## config.mk

```make
export PLATFORM = sky130hd
export DESIGN_NAME = homomorphic_decrypt_flat
export DESIGN_NICKNAME = d
export VERILOG_FILES = /design/src/rtl/homomorphic_decrypt_if.sv /design/src/rtl/homomorphic_decrypt.sv /design/src/flat_wrapper.sv
export SDC_FILE = /design/constraint.sdc
export NUM_CORES = 1
export LEC_CHECK = 0
export CAP_MARGIN = 10
export CORE_MARGIN = 5
export CORE_UTILIZATION = 57
export CTS_CLUSTER_SIZE = 14
export DETAILED_ROUTE_END_ITERATION = 10
export PLACE_DENSITY = 0.92
export REMOVE_ABC_BUFFERS = 1
export SLEW_MARGIN = 5
export SYNTH_ARGS = -nofsm -noshare
export SYNTH_HDL_FRONTEND = slang
export SYNTH_SLANG_ARGS = --single-unit
```

## constraint.sdc

```tcl
create_clock -name clk -period 5.96 [get_ports clk]
set_input_delay 1.788 -clock clk [delete_from_list [all_inputs] [get_ports clk]]
set_output_delay 1.788 -clock clk [all_outputs]
set_load 0.005 [all_outputs]
```

## src/rtl/homomorphic_decrypt_if.sv

```systemverilog
// Valid/ready bus between a ciphertext producer, the LWE decryptor and the
// plaintext consumer. The master side drives ciphertexts, the key and
// out_ready; the slave side is the decryptor.
interface homomorphic_decrypt_if #(
  parameter int CIPHERTEXT_WIDTH = 10,
  parameter int PLAINTEXT_WIDTH  = 6,
  parameter int DIMENSION        = 1
);
  logic                                   in_valid;
  logic                                   in_ready;
  logic [DIMENSION:0][CIPHERTEXT_WIDTH-1:0]   ciphertext;
  logic [DIMENSION-1:0][CIPHERTEXT_WIDTH-1:0] secret_key;
  logic                                   out_valid;
  logic                                   out_ready;
  logic [PLAINTEXT_WIDTH-1:0]             plaintext;

  modport master (
    output in_valid, ciphertext, secret_key, out_ready,
    input  in_ready, out_valid, plaintext
  );

  modport slave (
    input  in_valid, ciphertext, secret_key, out_ready,
    output in_ready, out_valid, plaintext
  );
endinterface

```

## src/rtl/homomorphic_decrypt.sv

```systemverilog
// Sequential LWE decryptor: m = round((b - <a,s>) * p / q) mod p.
// One multiply-accumulate per clock, then a rounding decode, then the
// plaintext is held until the consumer takes it.
module homomorphic_decrypt #(
  parameter int PLAINTEXT_MODULUS  = 64,
  parameter int PLAINTEXT_WIDTH    = 6,
  parameter int DIMENSION          = 1,
  parameter int CIPHERTEXT_MODULUS = 1024,
  parameter int CIPHERTEXT_WIDTH   = 10,
  parameter int BIG_N              = 30
) (
  input  logic                  clk,
  input  logic                  rst_n,
  homomorphic_decrypt_if.slave  bus
);
  localparam int CW    = CIPHERTEXT_WIDTH;
  localparam int PW    = PLAINTEXT_WIDTH;
  localparam int IDX_W = (DIMENSION > 1) ? $clog2(DIMENSION) : 1;
  localparam logic [IDX_W-1:0] LAST_IDX  = IDX_W'(DIMENSION - 1);
  // Half of one plaintext step in the ciphertext domain (q / 2p).
  localparam logic [CW-1:0]    HALF_STEP = CW'(1) << (CW - PW - 1);

  // Moduli must be powers of two matching the widths; BIG_N is carried only
  // for compatibility with sibling stages.
  if (PLAINTEXT_MODULUS != (1 << PLAINTEXT_WIDTH) ||
      CIPHERTEXT_MODULUS != (1 << CIPHERTEXT_WIDTH) ||
      CIPHERTEXT_WIDTH <= PLAINTEXT_WIDTH || DIMENSION < 1 || BIG_N < 0) begin : g_param_check
    $error("homomorphic_decrypt: inconsistent parameters");
  end

  typedef enum logic [1:0] {IDLE, MAC, DECODE, OUT} state_t;

  state_t                      state, state_next;
  logic [DIMENSION-1:0][CW-1:0] a_reg;
  logic [CW-1:0]               b_reg;
  logic [CW-1:0]               acc;
  logic [IDX_W-1:0]            idx;
  logic [PW-1:0]               plaintext_reg;
  logic                        out_valid_reg;

  // Wrapping difference, add half a step (wrapping so values just below q
  // round to 0), keep the top PW bits.
  function automatic logic [PW-1:0] round_decode(input logic [CW-1:0] b_val,
                                                 input logic [CW-1:0] acc_val);
    logic [CW-1:0] diff;
    logic [CW-1:0] rnd;
    diff = b_val - acc_val;
    rnd  = diff + HALF_STEP;
    return PW'(rnd >> (CW - PW));
  endfunction

  // Product at full 2*CW width, reduced mod q together with the sum.
  function automatic logic [CW-1:0] mac_step(input logic [CW-1:0] acc_val,
                                             input logic [CW-1:0] a_val,
                                             input logic [CW-1:0] s_val);
    return acc_val + CW'({{CW{1'b0}}, a_val} * {{CW{1'b0}}, s_val});
  endfunction

  assign bus.in_ready  = (state == IDLE);
  assign bus.out_valid = out_valid_reg;
  assign bus.plaintext = plaintext_reg;

  // State register
  always_ff @(posedge clk or negedge rst_n) begin
    if (!rst_n) state <= IDLE;
    else        state <= state_next;
  end

  // Next-state logic
  always_comb begin
    state_next = state;
    case (state)
      IDLE:    if (bus.in_valid) state_next = MAC;
      MAC:     if (idx == LAST_IDX) state_next = DECODE;
      DECODE:  state_next = OUT;
      OUT:     if (bus.out_ready) state_next = IDLE;
      default: state_next = IDLE;
    endcase
  end

  // Datapath: latch ciphertext, accumulate <a,s>, decode and hold plaintext
  always_ff @(posedge clk or negedge rst_n) begin
    if (!rst_n) begin
      a_reg         <= '0;
      b_reg         <= '0;
      acc           <= '0;
      idx           <= '0;
      plaintext_reg <= '0;
      out_valid_reg <= 1'b0;
    end else begin
      case (state)
        IDLE: begin
          if (bus.in_valid) begin
            a_reg <= bus.ciphertext[DIMENSION-1:0];
            b_reg <= bus.ciphertext[DIMENSION];
            acc   <= '0;
            idx   <= '0;
          end
        end
        MAC: begin
          acc <= mac_step(acc, a_reg[idx], bus.secret_key[idx]);
          idx <= idx + 1'b1;
        end
        DECODE: begin
          plaintext_reg <= round_decode(b_reg, acc);
          out_valid_reg <= 1'b1;
        end
        OUT: begin
          if (bus.out_ready) out_valid_reg <= 1'b0;
        end
        default: ;
      endcase
    end
  end
endmodule

```

## src/flat_wrapper.sv

```systemverilog
// flat-port wrapper written by rule: the top's interface ports become plain ports
module homomorphic_decrypt_flat 
#(
  parameter int PLAINTEXT_MODULUS  = 64,
  parameter int PLAINTEXT_WIDTH    = 6,
  parameter int DIMENSION          = 1,
  parameter int CIPHERTEXT_MODULUS = 1024,
  parameter int CIPHERTEXT_WIDTH   = 10,
  parameter int BIG_N              = 30
)
  (clk, rst_n, bus_in_valid, bus_ciphertext, bus_secret_key, bus_out_ready, bus_in_ready, bus_out_valid, bus_plaintext);
  homomorphic_decrypt_if #(.CIPHERTEXT_WIDTH(CIPHERTEXT_WIDTH), .PLAINTEXT_WIDTH(PLAINTEXT_WIDTH), .DIMENSION(DIMENSION)) bus_i ();
  input  logic clk;
  input  logic rst_n;
  input wire logic [$bits(bus_i.in_valid)-1:0] bus_in_valid;
  input wire logic [$bits(bus_i.ciphertext)-1:0] bus_ciphertext;
  input wire logic [$bits(bus_i.secret_key)-1:0] bus_secret_key;
  input wire logic [$bits(bus_i.out_ready)-1:0] bus_out_ready;
  output wire logic [$bits(bus_i.in_ready)-1:0] bus_in_ready;
  output wire logic [$bits(bus_i.out_valid)-1:0] bus_out_valid;
  output wire logic [$bits(bus_i.plaintext)-1:0] bus_plaintext;
  assign bus_i.in_valid = bus_in_valid;
  assign bus_i.ciphertext = bus_ciphertext;
  assign bus_i.secret_key = bus_secret_key;
  assign bus_i.out_ready = bus_out_ready;
  assign bus_in_ready = bus_i.in_ready;
  assign bus_out_valid = bus_i.out_valid;
  assign bus_plaintext = bus_i.plaintext;
  homomorphic_decrypt #(.PLAINTEXT_MODULUS(PLAINTEXT_MODULUS), .PLAINTEXT_WIDTH(PLAINTEXT_WIDTH), .DIMENSION(DIMENSION), .CIPHERTEXT_MODULUS(CIPHERTEXT_MODULUS), .CIPHERTEXT_WIDTH(CIPHERTEXT_WIDTH), .BIG_N(BIG_N)) u_core (.clk(clk), .rst_n(rst_n), .bus(bus_i));
endmodule
```

==> impl_metrics.toml, run 1 <==
[drt]
post_drt_wl_per_cell_microns = 16.0
drtIter0Drc = 118
wl_microns = 8010
final_antenna_net_count = 0
drc = 0
vias = 2681
avgViaCountPerCell = 5.36
dr.pass1.iters = 6

[timing]
worst_pin_slew_ns = 0.957
grt_setup_unrepaired = "false"
setup_viol = 0
fin_crit_sh = 0.976
relSlewSlack = 0.360
fmax_ghz = 0.172
finalHoldViolCount = 0
period_needed_ns = 5.82
timing.final.ws_setup_ns = 0.145
final.setup_skew_ns = 0.00862
drv_slew = 0

[place]
dp_hpwl_microns = 6570
numPortBuffers = 41
post-place-ws_ns = -0.647
place.gp.congestion = 0.887

[clock_network]
cts.sinks = 40
clkTransAtPathRegs_ns = 0.07
cts_buffers = 5
h-tree-depth = 2
cts.path.max_buffers = 2
tritoncts = "yes"
clock_latency_ns = 0.30
cts_root_buf = "clkbuf_8"

[global_routing]
first_global_vias = 3003
grtUsageTotal = 0.208
grt_start_max_net_pins = 41
grt_pass1_wl_microns = 13900
antenna_found_initial = 0
use_met1 = 0.261
grt_busiest_layer = "met2"
globalRouteMet3Util = 0.0351
overflow = 0
met2_usage = 0.366

[layout]
final_nets = 533
area_growth_syn_to_layout_pct = 20.9
antennaDiodeCount = 0
layout-drive-gt1-share = 0.161
final_core_util = 0.702
nFillCells = 481

[synthesis]
ys_seq_elements = 40
netlist_top_cells_area = "dfrtp_1, fa_1, ha_1"
seq_area_frac_synth = 0.275
ys_types = 32
synthFlopType = "dfrtp_1"
syn_area_sq_mm = 0.00364
synth_edf_count = 0
yosysTopAreaCell = "dfrtp_1"
synth_top_cell_area_share = 0.275
synth_top_cells_by_count = "inv_1, nand2_1, ha_1"
async_flop_share = 1.00
yosysMostFrequentCell = "inv_1"
synth_area_per_cell_sq_um = 10.0
synthesis.instances = 364
ys_warn_count = 0

[worst_setup_path]
cp_data_arrival_time_ns = 6.00
cp_max_fo = 2
worst_setup_path_end_kind = "flop"
cp-start-kind = "input port"
path_class = "in -> reg"
worst_ep_required_time_ns = 6.15

[worst_hold_path]
hold_class = "reg -> reg"

[floorplan]
design.die.area_sq_mm = 0.00809
core_sq_mm = 0.00628
io_pins = 42
rows = 29
initial_utilization = 0.581
die_y_microns = 90.0
die_w_microns = 90.0

[status]
status = "complete, no violations"

[job]
drv_cap = 0
layout by cell type, fill, tap and decap left out, types with 4 or more instances in the layout:
master and n:
dfrtp_1 40, nand2_1 47, o21ai_0 8, ha_1 44
xor2_1 8, nand2b_1 4, mux2_2 25, and2_1 16
clkdlybuf4s50_1 35, xnor2_1 21, fa_1 27, a21oi_1 9
clkbuf_8 5, buf_4 19, inv_1 64, a22o_1 7
what timing repair did:
item | in CTS | in global routing
pin swaps | 8 | 15
endpoints found under the hold margin | 0 | 0
hold buffers | 0 | 0
buffers inserted | 0 | 1
endpoints found under the setup margin | 1 | 1
resized for setup | 6 | 19
logic make-up after synthesis:
kind of cell | after synthesis | synth area share
xor gates and xnor gates | 30 | 0.0759
buffers and inverters | 76 | 0.0786
DFF | 40 | 0.275
and+or+nand+nor | 78 | 0.0985
muxes | 26 | 0.0800
adders and majority gates | 77 | 0.326
AOI/OAI and AO/OA | 37 | 0.0663
layer usage:
layer,vias up,part of all wire
met1,1336,0.42
li1,1264,-
met4,0,0.021
met5,-,0
met3,19,0.036
met2,62,0.52
layout make-up:
type / count / area [sq um] / share of cell area
repair buffers: 60 / 534 / 0.121
inverters: 67 / 251 / 0.0571
clock buffers: 6 / 72.6 / 0.0165
multi-input cells: 248 / 2410 / 0.548
well taps: 77 / 96.3 / 0.0219
flip-flops and latches: 40 / 1000 / 0.227
clock inverters: 2 / 35.0 / 0.00795
path summary, 6_finish.rpt:
| kind | slack [ns] | from | to | depth (start not counted) |
|---|---|---|---|---|
| max reg2reg | 1.25 | u_core.a_reg[2] | u_core.acc[9] | 16 |
| max | 0.14 | bus_secret_key[6] | u_core.acc[9] | 16 |
| min reg2reg | 0.48 | u_core.acc[5] | u_core.acc[5] | 2 |
| min | 0.48 | u_core.acc[5] | u_core.acc[5] | 2 |
| max in group asynchronous | 3.80 | rst_n | u_core.a_reg[6] | 1 |
| min in group asynchronous | 1.61 | rst_n | u_core.b_reg[9] | 1 |
worst max-delay path, cell delays in order:
cell	delay, ns
clkdlybuf4s50_1	0.48
nand2_1	0.08
fa_2	0.40
fa_1	0.54
inv_1	0.05
fa_1	0.47
fa_1	0.58
inv_2	0.04
fa_1	0.49
inv_2	0.05
ha_4	0.26
o21ai_0	0.08
nand2b_1	0.10
o31ai_2	0.08
xnor3_1	0.33
a22o_1	0.20
per-stage QoR:
stage                     cell area, sq um  instances  TNS [ns]  hold slack, ns
final                                 4410        500         0           0.484
after global routing                  4410        500         0           0.529
after CTS                             4350        499         0           0.490
after detailed placement              4250        491     -1.21           0.472
after global placement                4250        491    -0.831           0.465
after floorplan                       3610        355         0           0.450
Power of run 1 is left out: the tool's default activity adds up to more than one toggle a clock period on the data nets, which glitch-free logic cannot reach.
==> run 2, diff against run 1 <==
MAX_ROUTING_LAYER = met4   (was not set)
==> run 2 against run 1 <==
Effect of this change:
- hold slack gained 0.0014 ns
- setup slack lost 0.027 ns
- non-clock buffer count shrank 1
- clock skew shrank 0.0037 ns
- global-route usage is essentially flat
- first-iteration DRC count shrank 25%
- via count shrank 1.3%
- final cell count shrank 0.40%
- register-to-register slack lost 0.07 ns
- die area is the same
- largest cell class unchanged
==> impl_metrics.toml, run 2 (synthesized netlist as in run 1, its figures left out) <==
[floorplan]
die_y_microns = 90.0
design.die.area_sq_mm = 0.00809
rows = 29
io_pins = 42
initial_utilization = 0.581
die_w_microns = 90.0
core_sq_mm = 0.00628

[worst_setup_path]
cp_data_arrival_time_ns = 6.03
path_class = "in -> reg"
worst_setup_path_end_kind = "flop"
critPathSlowestCell = "fa_1"
worst-r2r-setup-slack_ns = 1.18
cp_max_fo = 6
worst_ep_required_time_ns = 6.15
cpPeakStageDelay_ns = 0.55
path_buf_inv = 3
cp_top_family = "adder cells"
crit_top_cell = "fa_1"
cp-start-kind = "input port"
worstPathCellList = "clkbuf_2 > and2_4 > fa_1 > ha_1 > inv_1 > fa_1 > fa_1 > fa_1 > inv_1 > ha_1 > a21o_1 > a31oi_1 > o21bai_1 > o31ai_1 > xnor3_1 > a22o_1"

[place]
numPortBuffers = 41
dp_hpwl_microns = 6270
place.gp.congestion = 0.886
post-place-ws_ns = -0.600

[layout]
area_growth_syn_to_layout_pct = 19.7
mostFrequentLayoutCells = "inv_1, nand2_1, ha_1"
layout-drive-gt1-share = 0.150
final_common_cell = "inv_1"
nFillCells = 483
antennaDiodeCount = 0
final_nets = 532

[clock_network]
tritoncts = "yes"
clkTransAtPathRegs_ns = 0.08
cts_root_buf = "clkbuf_8"
cts_buffers = 5
h-tree-depth = 2
clock_latency_ns = 0.29
postCtsHoldBufs = 0
cts.sinks = 40
cts.path.max_buffers = 2

[global_routing]
grt_pass1_wl_microns = 13500
overflow = 0
grtUsageTotal = 0.208
antenna_found_initial = 0
grt_start_max_net_pins = 41
first_global_vias = 2949

[drt]
vias = 2647
avgViaCountPerCell = 5.32
post_drt_wl_per_cell_microns = 15.6
dr.pass1.iters = 4
drc = 0
wl_microns = 7770
final_antenna_net_count = 0
drtIter0Drc = 89

[timing]
timing.final.ws_setup_ns = 0.118
whs_ns = 0.485
final.setup_skew_ns = 0.00496
period_needed_ns = 5.84
drv_slew = 0
grt_setup_unrepaired = "false"
relSlewSlack = 0.387
finalHoldViolCount = 0
worst_pin_slew_ns = 0.917
fmax_ghz = 0.171
fin_crit_sh = 0.980
setup_viol = 0

[worst_hold_path]
hold_class = "reg -> reg"

[status]
status = "complete, no violations"

[job]
drv_cap = 0
run 2: cell types whose count changed in the layout (fill, tap and decap cells not counted), sizes merged:
cell           delta
dlymetal6s2s      +2
buf               -1
bufinv            -1
clkdlybuf4s50     -1
dlygate4sd2       -1
run 2: path summary, 6_finish.rpt:
path | cells past startpoint | start | end
worst max-delay path | 16 | bus_secret_key[3] | u_core.acc[9]
worst min register to register | 2 | u_core.acc[4] | u_core.acc[4]
max in group asynchronous | 1 | rst_n | u_core.b_reg[8]
min in group asynchronous | 1 | rst_n | u_core.b_reg[7]
worst max register to register | 15 | u_core.a_reg[1] | u_core.acc[9]
worst min-delay path | 2 | u_core.acc[4] | u_core.acc[4]
run 2: worst min-delay path: cells and delay by family, from the launching register on:
family          cells  cell delay (ns)
simple gates        1             0.05
flops               1             0.34
compound gates      1             0.06
run 2: routing by layer:
| metal | vias to the layer above | global-route usage | share of wire |
|---|---|---|---|
| met5 | - | - | 0 |
| met4 | 0 | 0.0571 | 0.019 |
| met3 | 15 | 0.0351 | 0.050 |
| met2 | 81 | 0.353 | 0.50 |
| met1 | 1285 | 0.257 | 0.43 |
| li1 | 1266 | - | - |
run 2: layout make-up:
class | instances | area [sq um] | share of cell area
Clock buffer | 6 | 72.6 | 0.0166
Clock inverter | 1 | 5.00 | 0.00115
Inverter | 67 | 251 | 0.0576
Multi-Input combinational cell | 248 | 2400 | 0.551
Sequential cell | 40 | 1000 | 0.229
Tap cell | 77 | 96.3 | 0.0221
Timing Repair Buffer | 59 | 533 | 0.122
run 2: through the flow:
stage	setup TNS (ns)	cells	utilization	instance area, sq um
global placement	-0.848	491	0.677	4250
global route	0	498	0.695	4360
CTS	0	498	0.690	4330
detailed placement	-1.14	491	0.677	4250
floorplan	0	355	-	3610
finish	0	498	0.695	4360
run 2: repair_timing:
item | in CTS | in global routing
pin swaps | 7 | 11
resized for setup | 6 | 18
endpoints found under the setup margin | 2 | 1
setup buffers | 0 | 0
hold endpoints to repair | 0 | 0
Power of run 2 is left out for the same reason.
==> run 3, diff against run 2 <==
CORE_UTILIZATION = 35   (was 57)
PLACE_DENSITY = 0.65   (was 0.92)
==> run 3 against run 2 <==
Effect of this change:
- sequential share of layout area is 0.56 points lower
- first-iteration DRC count is 47% lower
- final cell count is 12% higher
==> impl_metrics.toml, run 3 (synthesized netlist as in run 1, its figures left out) <==
[place]
dp_hpwl_microns = 6200
place.gp.congestion = 0.854
dp.cells = 549
numPortBuffers = 41

[clock_network]
cts.sinks = 40
postCtsHoldBufs = 0
cts.path.max_buffers = 2
h-tree-depth = 2
clkTransAtPathRegs_ns = 0.08
clock_latency_ns = 0.29
cts_root_buf = "clkbuf_8"
tritoncts = "yes"
cts_buffers = 5

[global_routing]
use_met1 = 0.167
grt_pass1_wl_microns = 12900
antenna_found_initial = 0
first_global_vias = 2715
grt_busiest_layer = "met2"
overflow = 0
met2_usage = 0.211
grtUsageTotal = 0.128
globalRouteMet3Util = 0.0194
grt_start_max_net_pins = 41

[worst_setup_path]
cp-start-kind = "input port"
worst_setup_path_end_kind = "flop"
path_class = "in -> reg"
cp_max_fo = 8
startpoint = "bus_secret_key[2]"
rr_endpoint = "u_core.acc[9]"
crit_path_end = "u_core.acc[9]"
worst-r2r-setup-slack_ns = 1.24
r2r-start = "u_core.a_reg[1]"
cp_data_arrival_time_ns = 5.96
worst_ep_required_time_ns = 6.14
reg2reg_depth = 15

[worst_hold_path]
hold_class = "reg -> reg"

[layout]
nFillCells = 961
area_growth_syn_to_layout_pct = 22.7
mostFrequentLayoutCells = "inv_1, nand2_1, ha_1"
final_cell_count_no_fill = 558
layout-drive-gt1-share = 0.154
antennaDiodeCount = 0
final_common_cell = "inv_1"
final_nets = 532

[drt]
dr.pass1.iters = 4
vias = 2562
post_drt_wl_per_cell_microns = 13.4
drc = 0
drtIter0Drc = 47
wl_microns = 7500
final_antenna_net_count = 0
avgViaCountPerCell = 4.59

[job]
drv_cap = 0

[timing]
fmax_ghz = 0.173
setup_viol = 0
fin_crit_sh = 0.970
drv_slew = 0
worst_pin_slew_ns = 0.901
period_needed_ns = 5.78
finalHoldViolCount = 0
final.setup_skew_ns = 0.00127
relSlewSlack = 0.382
grt_setup_unrepaired = "false"

[floorplan]
die_w_microns = 112
rows = 37
die_y_microns = 112
initial_utilization = 0.356
design.die.area_sq_mm = 0.0126
core_sq_mm = 0.0102
io_pins = 42

[status]
status = "complete, no violations"
-- run 3: area by class of cell --
type	count	area, sq um	area share
clock inverters	1	30.0	0.00671
well taps	136	170	0.0380
clock buffers	7	96.3	0.0215
repair buffers	59	529	0.118
flip-flops and latches	40	1000	0.224
inverters	67	251	0.0562
multi-input cells	248	2390	0.535
-- run 3: worst min path at each step --
stage	slack, ns	to	depth (start not counted)	from
after floorplan	0.45	u_core.acc[4]	2	u_core.acc[4]
after global placement	0.47	u_core.acc[6]	2	u_core.acc[6]
after detailed placement	0.47	u_core.acc[8]	2	u_core.acc[8]
after CTS	0.49	u_core.acc[8]	2	u_core.acc[8]
after global routing	0.51	u_core.acc[4]	2	u_core.acc[4]
final	0.48	u_core.acc[6]	2	u_core.acc[6]
-- run 3: routing by layer --
| metal | up-vias | share of wire | wire length, microns |
|---|---|---|---|
| met5 | - | 0 | 0 |
| met4 | 0 | 0.016 | 121 |
| li1 | 1266 | - | - |
| met1 | 1232 | 0.47 | 3540 |
| met3 | 14 | 0.030 | 228 |
| met2 | 50 | 0.48 | 3620 |
-- run 3: worst max-delay path: stages --
cell and delay [ns]:
buf_2 0.15, and2_4 0.17, fa_1 0.54, ha_1 0.15, inv_1 0.06, fa_1 0.47
fa_1 0.49, fa_1 0.52, inv_1 0.04, ha_1 0.30, a21o_1 0.18, a31oi_1 0.14
o21bai_1 0.13, o31ai_2 0.29, xnor3_1 0.34, a22o_1 0.20
-- run 3: timing repair --
item                                    4_1_cts  5_1_grt
endpoints found under the setup margin        1        1
gates resized for setup                       6       19
pin swaps                                     6       14
buffers inserted                              0        1
-- run 3: per-stage QoR --
step	hold slack, ns	utilization	area, sq um	setup TNS (ns)	setup slack [ns]
after floorplan	0.450	-	3610	0	0.149
after global placement	0.465	0.422	4310	-0.778	-0.535
after detailed placement	0.471	0.422	4310	-1.03	-0.656
after CTS	0.489	0.434	4440	0	0.00589
after global routing	0.507	0.437	4470	0	0.0152
final	0.485	0.437	4470	0	0.181
Power of run 3 is left out for the same reason.
==> variant: new RTL, flow settings as in run 2 <==
Reset style: synchronous (`rst_n`), changed in 2 clocked blocks.
--- a/src/rtl/homomorphic_decrypt.sv
+++ b/src/rtl/homomorphic_decrypt.sv
@@ -63,3 +63,3 @@
   // State register
-  always_ff @(posedge clk or negedge rst_n) begin
+  always_ff @(posedge clk) begin
     if (!rst_n) state <= IDLE;
@@ -81,3 +81,3 @@
   // Datapath: latch ciphertext, accumulate <a,s>, decode and hold plaintext
-  always_ff @(posedge clk or negedge rst_n) begin
+  always_ff @(posedge clk) begin
     if (!rst_n) begin
Check against the original RTL: not equivalent (a bounded check fails within 4 cycles, from zero or initial values and one cycle with rst_n low; the reset may be asserted at any time).
==> variant against run 2 <==
- via count up 16%
- cell count up 13%
- area after synthesis down 0.72%
- register-to-register slack better by 40 ps
- hold slack worse by 21 ps
- wire length up 13%
- sequential cell count unchanged
- final area down 1.1%
- first-iteration DRC count up 130%
- setup slack better by 39 ps
- fmax up 0.68%
==> variant: results (changes against run 2) <==
status: completed
Reg-to-Reg Start: u_core.a_reg[3]
worst vdd rail ir drop: 318 uV
FILL cells: 464 (-3.9%)
via count: 3081 (+16%)
worst hold margin: 464 ps (-21.0 ps)
share of cells above drive strength 1: 9.09% (-5.9 points)
Post-Synth Adder-Cell Area: 32.8% (+0.24 points)
largest fanout on the critical path: 5 (-1)
final WL: 8800 um (+13%)
total global-route track usage: 24.0% (+3.2 points)
first-pass GRT wire length: 14600 um (+8.4%)
Iter 0 DRT Violations: 203 (+130%)
number of distinct library cells after synthesis: 39 (+22%)
met1 WL: 3550 um (+7.0%)
Worst R2R Setup Slack: 1220 ps (+40 ps)
Hold Startpoint: u_core.b_reg[4]
slowest stage delay, CP: 510 ps (-40 ps)
largest net degree at the start of global routing: 37 (-9.8%)
initial antenna violation count: 0 (unchanged)
total iterations of the first detailed-routing run: 5 (+1)
largest family of logic cells by synthesized area: adder cells
Worst EP arrival: 6030 ps (about the same)
top cells by area, synth: dfxtp_1 (22%), fa_1 (17%), ha_1 (16%), nand2_1 (8.9%), inv_1 (7.1%)
Nets: 595 (+12%)
clk_skew: 2.81 ps (-2.14 ps)
hold crit path type: flop to flop
Slew headroom: 34.4% (-4.3 points)
critical path's slowest cell: fa_1
Num CTS Buffers: 5 (unchanged)
met3 WL post-DR: 430 um (+11%)
sequential-to-total area share from yosys stat: 22.1% (-5.3 points)
XOR/XNOR Fraction of Synth Area: 7.81% (+0.23 points)
clock-pin slew on the worst setup and hold paths: 70 ps
routability cong.: 0.941 (+6.3%)
top sig layer: met4
commonest cells in the netlist: nand2_1 (86), inv_1 (68), ha_1 (47), dfxtp_1 (40), fa_1 (30)
crit path launch: bus_secret_key[2]
maximum buffer depth of the clock tree: 2 (unchanged)
period utilisation layout: 97.4% (-0.66 points)
worst slack at placement: -584 ps (+15.8 ps)
post-synthesis mux area share: 1.38% (-6.6 points)
number of global-route vias before repair: 3245 (+10%)
Root Buffer: clkbuf_8
Synth Flop Type: dfxtp_1
ys async rst share: 0% (-100 points)
WL met2: 4570 um (+17%)
Synth Area in Compound Gates: 9.30% (+2.7 points)
R2R cell count: 15 (unchanged)
YS warnings: 0 (unchanged)
dpl hpwl: 6780 um (+8.2%)
variant: cell count changes after synthesis, moves of 7 or more:
cell	run 2	this run
dfxtp_1	0	40
nor2_1	3	18
mux2_2	25	0
a22oi_1	0	7
dfrtp_1	40	0
a22o_1	7	0
nand2_1	48	86
a21oi_1	9	28
variant: path summary, 6_finish.rpt:
| kind | to |
|---|---|
| max | u_core.acc[9] |
| min | u_core.b_reg[4] |
| max reg2reg | u_core.acc[9] |
| min reg2reg | u_core.b_reg[4] |
variant: power groups by stage:
stage          sequential (mW)  combinational (mW)  clock (mW)
6_report                 0.396                1.05       0.173
5_1_grt                  0.402                1.18       0.186
4_1_cts                  0.393                1.03       0.174
3_5_place_dp             0.398               0.976           0
3_3_place_gp             0.393               0.921           0
2_1_floorplan            0.376               0.682           0
variant: per-layer routing:
metal | vias up | global-route usage (%)
met5 | - | -
li1 | 1466 | -
met1 | 1476 | 28.4
met4 | 0 | 7.85
met3 | 23 | 2.92
met2 | 116 | 42.2
variant: per-stage QoR:
stage / TNS, ps / area [um2] / util [%] / power [mW] / instances
after floorplan: 0 / 3560 / - / 1.06 / 419
after global placement: -1020 / 4170 / 66.4 / 1.31 / 551
after detailed placement: -1470 / 4170 / 66.4 / 1.37 / 551
after CTS: 0 / 4270 / 68.0 / 1.60 / 558
after global routing: -38.7 / 4320 / 68.8 / 1.77 / 561
final: 0 / 4320 / 68.8 / 1.62 / 561
variant: layout make-up:
class                      count  area share, %
multi-input combinational    310           59.1
tap                           77           2.23
timing repair buffer          58           12.3
sequential                    40           18.5
inverter                      69           6.00
clock buffer                   6           1.68
clock inverter                 1          0.116
variant: repair_timing:
item	4_1_cts	5_1_grt
hold endpoints to repair	0	0
buffers inserted	0	3
setup endpoints to repair	2	2
gates resized for setup	10	19
pin swaps	8	12
